**config.mk**
```make
export PLATFORM = sky130hd
export DESIGN_NAME = config_chain_loader
export DESIGN_NICKNAME = d
export VERILOG_FILES = /design/src/rtl/config_chain_loader.sv
export SDC_FILE = /design/constraint.sdc
export NUM_CORES = 1
export LEC_CHECK = 0
export ABC_AREA = 0
export CAP_MARGIN = 20
export CORE_MARGIN = 2
export CORE_UTILIZATION = 53
export CTS_CLUSTER_SIZE = 12
export DETAILED_ROUTE_END_ITERATION = 8
export MAX_ROUTING_LAYER = met4
export PLACE_DENSITY_LB_ADDON = 0.1
export REMOVE_ABC_BUFFERS = 1
export SYNTH_ARGS = -nofsm -noshare
export SYNTH_HDL_FRONTEND = slang
export SYNTH_SLANG_ARGS = --single-unit
```
**constraint.sdc**
```tcl
create_clock -name prog_clk -period 2.8 [get_ports prog_clk]
set_input_delay 0.28 -clock prog_clk [delete_from_list [all_inputs] [get_ports prog_clk]]
set_output_delay 0.28 -clock prog_clk [all_outputs]
set_load 0.005 [all_outputs]
```
**src/rtl/config_chain_loader.sv**
```systemverilog
// Configuration chain loader: bitstream words are serialized into a shadow chain and committed to mem_out/mem_outb in one cycle.
// Optional even-parity checking of each accepted word is enabled by defining CONFIG_PARITY_EN.
`timescale 1ns/1ps
module config_chain_loader #(
  parameter int NUM_BITS = 32,
  parameter int WORD_W   = 8
) (
  input  logic                prog_clk,
  input  logic                pReset,
  input  logic                start,
  input  logic [WORD_W-1:0]   cfg_data,
  input  logic                cfg_valid,
`ifdef CONFIG_PARITY_EN
  input  logic                cfg_parity,
`endif
  output logic                cfg_ready,
  output logic [NUM_BITS-1:0] mem_out,
  output logic [NUM_BITS-1:0] mem_outb,
  output logic                ccff_tail,
  output logic                config_done
`ifdef CONFIG_PARITY_EN
  ,
  output logic                err_parity
`endif
);

  localparam int CW = $clog2(NUM_BITS + 1);
  localparam int SW = $clog2(WORD_W + 1);

  typedef enum logic [1:0] {IDLE, SHIFT, COMMIT, DONE} state_t;

  state_t              state, state_nxt;
  logic [NUM_BITS-1:0] shadow, shadow_shl;
  logic [WORD_W-1:0]   ser_word;
  logic [SW-1:0]       ser_cnt, load_cnt;
  logic [CW-1:0]       acc_cnt, bit_cnt;
  logic [31:0]         remain;
  logic                shift_en, accept, last_shift, start_load, commit_en;

  assign shift_en   = (ser_cnt != '0);
  assign accept     = cfg_valid && cfg_ready;
  assign last_shift = shift_en && (bit_cnt == CW'(NUM_BITS - 1));
  assign start_load = start && ((state == IDLE) || (state == DONE));
  assign ccff_tail  = shadow[NUM_BITS-1];

  // Only the bits still missing from the chain are loaded; the rest of a final word is dropped.
  assign remain   = 32'(NUM_BITS) - 32'(acc_cnt);
  assign load_cnt = (remain < 32'(WORD_W)) ? SW'(remain) : SW'(WORD_W);

  generate
    if (NUM_BITS > 1) begin : g_shl
      assign shadow_shl = {shadow[NUM_BITS-2:0], ser_word[0]};
    end else begin : g_shl1
      assign shadow_shl = ser_word[0];
    end
  endgenerate

`ifdef CONFIG_PARITY_EN
  assign commit_en = (state == COMMIT) && !err_parity;
`else
  assign commit_en = (state == COMMIT);
`endif

  always_ff @(posedge prog_clk) begin
    if (pReset) begin
      state <= IDLE;
    end else begin
      state <= state_nxt;
    end
  end

  always_comb begin
    state_nxt = state;
    unique case (state)
      IDLE, DONE: if (start) state_nxt = SHIFT;
      SHIFT:      if (last_shift) state_nxt = COMMIT;
      COMMIT:     state_nxt = DONE;
      default:    state_nxt = IDLE;
    endcase
  end

  always_comb begin
    cfg_ready   = (state == SHIFT) && ((ser_cnt == '0) || (ser_cnt == SW'(1)))
                  && (acc_cnt < CW'(NUM_BITS));
    config_done = (state == DONE);
  end

  always_ff @(posedge prog_clk) begin
    if (pReset) begin
      shadow   <= '0;
      ser_word <= '0;
      ser_cnt  <= '0;
      acc_cnt  <= '0;
      bit_cnt  <= '0;
      mem_out  <= '0;
      mem_outb <= '1;
`ifdef CONFIG_PARITY_EN
      err_parity <= 1'b0;
`endif
    end else begin
      if (start_load) begin
        acc_cnt <= '0;
        bit_cnt <= '0;
        ser_cnt <= '0;
`ifdef CONFIG_PARITY_EN
        err_parity <= 1'b0;
`endif
      end
      if (shift_en) begin
        shadow   <= shadow_shl;
        ser_word <= ser_word >> 1;
        ser_cnt  <= ser_cnt - SW'(1);
        bit_cnt  <= bit_cnt + CW'(1);
      end
      // A new word may load on the same edge the previous word's last bit shifts.
      if (accept) begin
        ser_word <= cfg_data;
        ser_cnt  <= load_cnt;
        acc_cnt  <= acc_cnt + CW'(load_cnt);
`ifdef CONFIG_PARITY_EN
        if (^{cfg_data, cfg_parity}) err_parity <= 1'b1;
`endif
      end
      if (commit_en) begin
        mem_out  <= shadow;
        mem_outb <= ~shadow;
      end
    end
  end

endmodule

```
; ---- After elaboration in Yosys (flattened, before gate mapping)
; Cells that the tools add are included.
[totals]
reg_bits = 122
latch_bits = 0
mem_bits_rw = 0
romBits = 0
n_memories = 0
[classes]
addsub = 4
multipliers = 0
n_div = 0
order_cmp = 2
eq_ne = 7
shifts = 0
muxes = 12
bitwise = 1
reduce_logical = 16
[op_table]
columns = cell, n
row1 = "32-bit by 4-bit less-than comparator with 1-bit output, second input constant", 1
row2 = 32-bit inverter, 1
row3 = 6-bit 2-to-1 mux, 3
row4 = 4-bit 2-to-1 mux, 4
row5 = 8-bit 2-to-1 mux, 2
row6 = "6-bit by 6-bit subtractor with 7-bit output, first input constant", 1
row7 = "6-bit by 1-bit adder with 6-bit output, second input constant", 1
row8 = 6-bit by 4-bit adder with 6-bit output, 1
row9 = "6-bit by 5-bit == test with 1-bit output, second input constant", 1
row10 = "6-bit less-than comparator, second input constant", 1
row11 = 2-bit case mux with 3 select lines, 1
row12 = 2-bit nonzero test, 3
row13 = 1-bit logical AND, 5
row14 = "2-bit == test, second input constant", 2
row15 = "4-bit by 1-bit == test with 1-bit output, second input constant", 1
row16 = 4-bit logical NOT, 1
row17 = 2-bit 2-to-1 mux, 2
row18 = "2-bit != test, second input constant", 2
row19 = 4-bit nonzero test, 1
row20 = "4-bit by 1-bit subtractor with 4-bit output, second input constant", 1
row21 = 3-bit nonzero test, 1
row22 = "2-bit by 1-bit == test with 1-bit output, second input constant", 1
row23 = 2-bit logical NOT, 1
row24 = 1-bit logical OR, 2
row25 = other kinds (2), 2

; ---- Longest topological paths before layout
; Gate-level depths: netlist (run 1).
[depth]
depth_word = 6
ltp_mapped = 12
mapped_depth_nobuf = 12

; ---- Least setup slack after synthesis (run 1)
; Ideal clock, no wire load.
[synth_timing]
path_type = register to register
start = reg acc_cnt[1]
end = reg acc_cnt[5]
setup_ns = 0.132
arrival_time_ns = 2.491
slack_ns = 0.177
stages_incl_launch_ff = 11
period_less_slack_ns = 2.623
path_cell_list = dfxtp_1 -> or3_4 -> or4_1 -> o21ai_0 -> and2_1 -> ha_1 -> nor2b_1 -> a221o_1 -> a21o_1 -> nand2_1 -> a21oi_1
[synth_between]
elab_chain_cells = 5
[synth_rtl]
columns = item, line_no
row1 = from (decl), 36  ; logic [CW-1:0] acc_cnt, bit_cnt;
row2 = from (signal assigned), 119  ; acc_cnt <= acc_cnt + CW'(load_cnt);
row3 = 6-bit by 6-bit subtractor with 7-bit output, 47  ; assign remain = 32'(NUM_BITS) - 32'(acc_cnt);
row4 = 32-bit by 4-bit less-than comparator with 1-bit output, 48  ; assign load_cnt = (remain < 32'(WORD_W)) ? SW'(remain) : SW'(WORD_W);
row5 = 4-bit 2-to-1 mux, 48
row6 = 6-bit by 4-bit adder with 6-bit output, 119
row7 = 6-bit 2-to-1 mux, 116  ; if (accept) begin
; Several ways; a longest one is shown, not always the timed one.
; A chain may end at the register's enable or synchronous reset.

; ---- Worst setup path in the final report (run 1)
[layout_timing]
start = reg acc_cnt[0]
end = reg acc_cnt[5]
; Same word-level chain as after synthesis.

==> results of run 1 <==
## metal layers
layer	vias to the layer above	share of wire	track usage
li1	2059	-	-
met1	1948	0.46	0.274
met2	101	0.49	0.357
met3	9	0.044	0.0583
met4	0	0.0087	0.0748
met5	-	0	-
## area by class of cell
cell class,count,area [um2],share of cell area
clock buffer,20,445,0.0705
sequential,122,2440,0.387
multi-input combinational,406,2240,0.354
tap,108,135,0.0214
timing repair buffer,87,861,0.136
inverter,9,33.8,0.00534
clock inverter,12,163,0.0257
## cell families after synthesis
logic type      Yosys count
buf+inv                  46
simple gates            246
mux                       3
xor+xnor                  2
flops                   122
fa+ha+maj                11
compound gates          144
## final timing paths
check	to	slack, ps	cells past startpoint
worst max register to register	acc_cnt[5]$_SDFFE_PP0P_	120	10
worst min-delay path	shadow[20]$_SDFFE_PP0N_	240	2
worst min register to register	shadow[0]$_SDFFE_PP0N_	460	2
worst max-delay path	acc_cnt[5]$_SDFFE_PP0P_	120	10
## power by group through the flow
stage / combinational [W] / clock (W) / sequential (W)
6_report: 0.00118 / 0.00221 / 0.00191
5_1_grt: 0.00130 / 0.00233 / 0.00192
3_5_place_dp: 0.00116 / 0 / 0.00194
4_1_cts: 0.00118 / 0.00224 / 0.00191
3_3_place_gp: 0.00115 / 0 / 0.00194
2_1_floorplan: 0.000750 / 0 / 0.00192
## sequential cells by signal, summed over array words and instances, names as in the netlist
name,count
acc_cnt,6
bit_cnt,6
mem_out,32
mem_outb,32
ser_cnt,4
ser_word,8
shadow,32
state,2
## synth_stat cells, types with 3 or more instances
cell type	instances
o21ai_0	40
ha_1	10
clkbuf_1	32
nor3_1	4
buf_6	3
inv_1	9
or2_2	3
nand3_1	9
a21oi_1	82
nand2_1	123
nand2b_1	67
dfxtp_1	122
nor2_1	20
a311oi_2	7
nor2b_1	3
## timing repair
| item | 4_1_cts | 5_1_grt |
|---|---|---|
| gates resized for setup | 2 | 4 |
| setup buffers | 0 | 1 |
| pin swaps | 0 | 1 |
| setup endpoints to repair | 1 | 4 |
## per-stage QoR
stage,cell area [um2],power [W]
after detailed placement,5690,0.00311
after CTS,6300,0.00533
after global placement,5690,0.00309
after global routing,6320,0.00554
after floorplan,4700,0.00267
final,6320,0.00530
## worst reg2reg max path, stage by stage, from the launching register on
cell     delay, ps
dfxtp_1        340
or3_4          420
or4_1          520
o21ai_2        100
and2_1         170
ha_1           230
nor2b_1        130
a221o_1        350
a21o_1         180
nand2_1         50
a21oi_1         50
==> results.ini, run 1 <==
[clocking]
clk_latency_ps = 500
htreeDepth = 4
clock_path_buffers = 2
cts_num_sinks = 122
clkSlewWorstSetupHoldPaths_ps = 60
cts_root_buffer = clkbuf_8
cts_tree = yes
ctsHoldBuffers = 0
cts-buffers-inserted = 17

[placement]
place_congestion = 0.865
dp_slack_ps = 63.0
port-buffer-count = 78
dp_cells = 731
dp_hpwl_um = 6410

[final_layout]
diodes = 0
layout_commonest_cell = nand2_1
fin_util = 0.718
drive_gt1_frac = 0.0930
layout_common_cells = 123 x nand2_1, 121 x dfxtp_1, 82 x a21oi_1, 76 x clkdlybuf4s50_1, 67 x nand2b_1
nFillCells = 669
nets = 666
areaGrowthSynthToFinish_pct = 30.1
layout.cells.non_filler = 764

[power]
clock_power_share = 0.418
internal_power_w = 0.00363
combPwrFrac = 0.222
swShare = 0.315
powerDensity_nw_per_um2 = 839
seqPwrFrac = 0.360
p_leak_nw = 2.23
p_sw_w = 0.00167
vdd_ir_drop_max_v = 0.000627

[global_route]
overflow = 0
antenna_found_initial = 0
grt_usage = 0.223
grt_pass1_vias = 3896
grt_pass1_wl_um = 17500
grt_max_degree = 75

[synthesis]
synthMuxAreaShare = 0.00644
synth-xor-area-share = 0.00361
netlist_area_um2 = 4860
yosysWarnings = 0
synth_fa_ha_area_frac = 0.0299
synth_compound_area_frac = 0.172
syn_inst = 574
yosysTopAreaCellShare = 0.503
ys_seq_area_frac = 0.503
synth-simple-area-share = 0.245
synth_flop_cell = dfxtp_1
post-synth-top-area-cell = dfxtp_1
synth_edf_count = 0
synthTopCellsByArea = dfxtp_1 50%, nand2_1 9.5%, nand2b_1 8.6%, a21oi_1 8.4%, o21ai_0 4.1%
synth_cell_type_count = 45
ys_ff_latch = 122
syn-mean-instance-area_um2 = 8.46
synth_top_family_by_area = simple AND/OR/NAND/NOR gates
async_flop_share = 0

[die]
core_area_um2 = 8810
dieArea_um2 = 9950
ios = 79
chipWidth_um = 99.7
std_cell_rows = 34
initial_core_util = 0.552
dieHeight_um = 99.7

[sta]
tns_ps = 0
layout_setup_ws_ps = 122
finalSetupViolCount = 0
drv_slew = 0
post-route-period-util = 0.956
slew_headroom = 0.353
worst_slew_pin_slew_ps = 971
finClkSkew_ps = 7.30
hold-worst-slack_ps = 242
fmax_mhz = 373
finalHoldViolCount = 0
period_minus_slack_ps = 2680

[critical_path]
worstSetupPathType = register to register
end_kind = register
critPathLaunchType = register
max_stage_delay_ps = 520
crit_required_ps = 3170
cpLargestDelayFamily = simple AND/OR/NAND/NOR gates
startpoint = acc_cnt[0]$_SDFFE_PP0P_
slowest_stage = or4_1
r2r-start = acc_cnt[0]$_SDFFE_PP0P_
crit_chain = or3_4 -> or4_1 -> o21ai_2 -> and2_1 -> ha_1 -> nor2b_1 -> a221o_1 -> a21o_1 -> nand2_1 -> a21oi_1
crit_arrival_ps = 3050
cp_num_buf_inv = 0
crit_fanout = 5

[outcome]
status = complete, no violations

[min_path]
min_from = pReset
hold_path.class = primary input to register

[route]
wirelength_um = 10400
vias = 4117
antenna_left = 0
post_drt_via_cell_ratio = 5.39
dr.pass1.iters = 5
post-route-drc-count = 0
drt_iter0_markers = 194
wl_per_cell_um = 13.6

[job]
maxCapViolCount = 0

No activity file was read; power rests on OpenSTA's default activity.
==> run 2, diff against run 1 <==
RECOVER_POWER = 50   (was unset)
==> results.ini, run 2 (synthesis results as in run 1) <==
[outcome]
status = complete, but fails checks
violations = max-capacitance violations, max-slew violations

[critical_path]
crit_arrival_ps = 3050  ; about the same
r2r_setup_slack_ps = 120  ; about the same
worstSetupPathType = register to register
crit_fanout = 5  ; unchanged
r2r-start = acc_cnt[0]$_SDFFE_PP0P_
end_kind = register
critPathLaunchType = register
startpoint = acc_cnt[0]$_SDFFE_PP0P_
crit_required_ps = 3170  ; about the same

[final_layout]
fin_util = 0.717  ; -0.00114
nFillCells = 671  ; +0.30%
reg_top3 = mem_out (32), mem_outb (32), shadow (32)
diodes = 0  ; unchanged
drive_gt1_frac = 0.0884  ; -0.00457
nets = 666  ; unchanged
layout_commonest_cell = nand2_1
post-route-cell-area_um2 = 6310  ; -0.16%
layout_common_cells = 123 x nand2_1, 121 x dfxtp_1, 82 x a21oi_1, 67 x nand2b_1, 46 x clkdlybuf4s50_1
areaGrowthSynthToFinish_pct = 29.9

[placement]
dp_hpwl_um = 6410  ; unchanged
postPlaceCellArea_um2 = 5690  ; unchanged
port-buffer-count = 78  ; unchanged
place_congestion = 0.865  ; unchanged

[sta]
finClkSkew_ps = 10.7  ; +3.43 ps
fmax_mhz = 373  ; about the same
worst_slew_pin_slew_ps = 1660  ; +688 ps
post-route-period-util = 0.957  ; about the same
drv_slew = 98  ; +98
finalHoldViolCount = 0  ; unchanged
finalSetupViolCount = 0  ; unchanged
period_minus_slack_ps = 2680  ; +1.45 ps
slew_headroom = -0.106  ; -0.459

[route]
drt_iter0_markers = 193  ; -0.52%
wl_per_cell_um = 13.6  ; -0.27%
post_drt_via_cell_ratio = 5.36  ; -0.49%
antenna_left = 0  ; unchanged
dr.pass1.iters = 4  ; -1
vias = 4097  ; -0.49%
wirelength_um = 10400  ; -0.27%
post-route-drc-count = 0  ; unchanged

[power]
p_leak_nw = 2.22  ; -0.54%
powerDensity_nw_per_um2 = 838  ; about the same
vdd_ir_drop_max_v = 0.000618  ; -1.4%

[clocking]
cts-buffers-inserted = 17  ; unchanged
cts_root_buffer = clkbuf_8
clock_path_buffers = 2  ; unchanged
cts_num_sinks = 122  ; unchanged
cts_tree = yes
htreeDepth = 4  ; unchanged
clk_latency_ps = 500  ; about the same
clkSlewWorstSetupHoldPaths_ps = 60  ; about the same

[die]
ios = 79  ; unchanged
dieHeight_um = 99.7  ; unchanged
initial_core_util = 0.552  ; unchanged
chipWidth_um = 99.7  ; unchanged
core_area_um2 = 8810  ; unchanged
std_cell_rows = 34  ; unchanged
dieArea_um2 = 9950  ; unchanged

[global_route]
overflow = 0  ; unchanged
grt_pass1_vias = 3896  ; unchanged
grt_pass1_wl_um = 17500  ; unchanged
grt_usage = 0.223  ; unchanged
antenna_found_initial = 0  ; unchanged
grt_max_degree = 75  ; unchanged

[min_path]
min_from = pReset
hold_path.class = primary input to register

[job]
maxCapViolCount = 2  ; +2

==> run 2: area by class of cell <==
class | count | area [um2] | area share
multi-input cells | 406 | 2240 | 0.354
repair buffers | 87 | 853 | 0.135
well taps | 108 | 135 | 0.0214
clock buffers | 20 | 445 | 0.0706
clock inverters | 12 | 163 | 0.0258
inverters | 9 | 33.8 | 0.00535
flip-flops and latches | 122 | 2440 | 0.387
==> run 2: critical path, cell delays in order (launching register included) <==
cell and delay [ps]:
dfxtp_1 340, or3_4 420, or4_1 520, o21ai_2 100
and2_1 170, ha_1 230, nor2b_1 130, a221o_1 350
a21o_1 180, nand2_1 50, a21oi_1 50
==> run 2: report_power, final <==
part           switching (W)  internal [W]
sequential         0.0000843       0.00183
clock               0.000799       0.00142
combinational       0.000783      0.000382
==> run 2: what timing repair did <==
item,4_1_cts,5_1_grt
endpoints found under the hold margin,0,0
hold buffers,0,0
resized for setup,2,4
setup buffers,0,1
pin swaps,0,1
setup endpoints to repair,1,4
==> run 2: metal layers <==
layer,wire [um],vias to the layer above,global-route usage,share of wire
met4,47,0,0.0748,0.0045
met5,0,-,-,0
met1,4710,1940,0.274,0.45
met3,406,6,0.0583,0.039
met2,5210,91,0.357,0.50
li1,-,2060,-,-
==> run 2: stage by stage <==
step                std cells  worst slack (ps)  total power [W]  TNS (ps)  hold slack (ps)
floorplan                 537             -1090          0.00267    -37480              348
global placement          731               138          0.00309         0              454
detailed placement        731              63.0          0.00311         0              458
CTS                       763              2.55          0.00533         0              232
global route              764            -0.166          0.00554    -0.166              237
finish                    764               121          0.00529         0              239
==> run 2: worst paths after layout <==
kind                             endpoint  cells past startpoint
setup / recovery  acc_cnt[5]$_SDFFE_PP0P_                     10
hold / removal    shadow[20]$_SDFFE_PP0N_                      2
setup reg to reg  acc_cnt[5]$_SDFFE_PP0P_                     10
hold reg to reg    shadow[0]$_SDFFE_PP0N_                      2
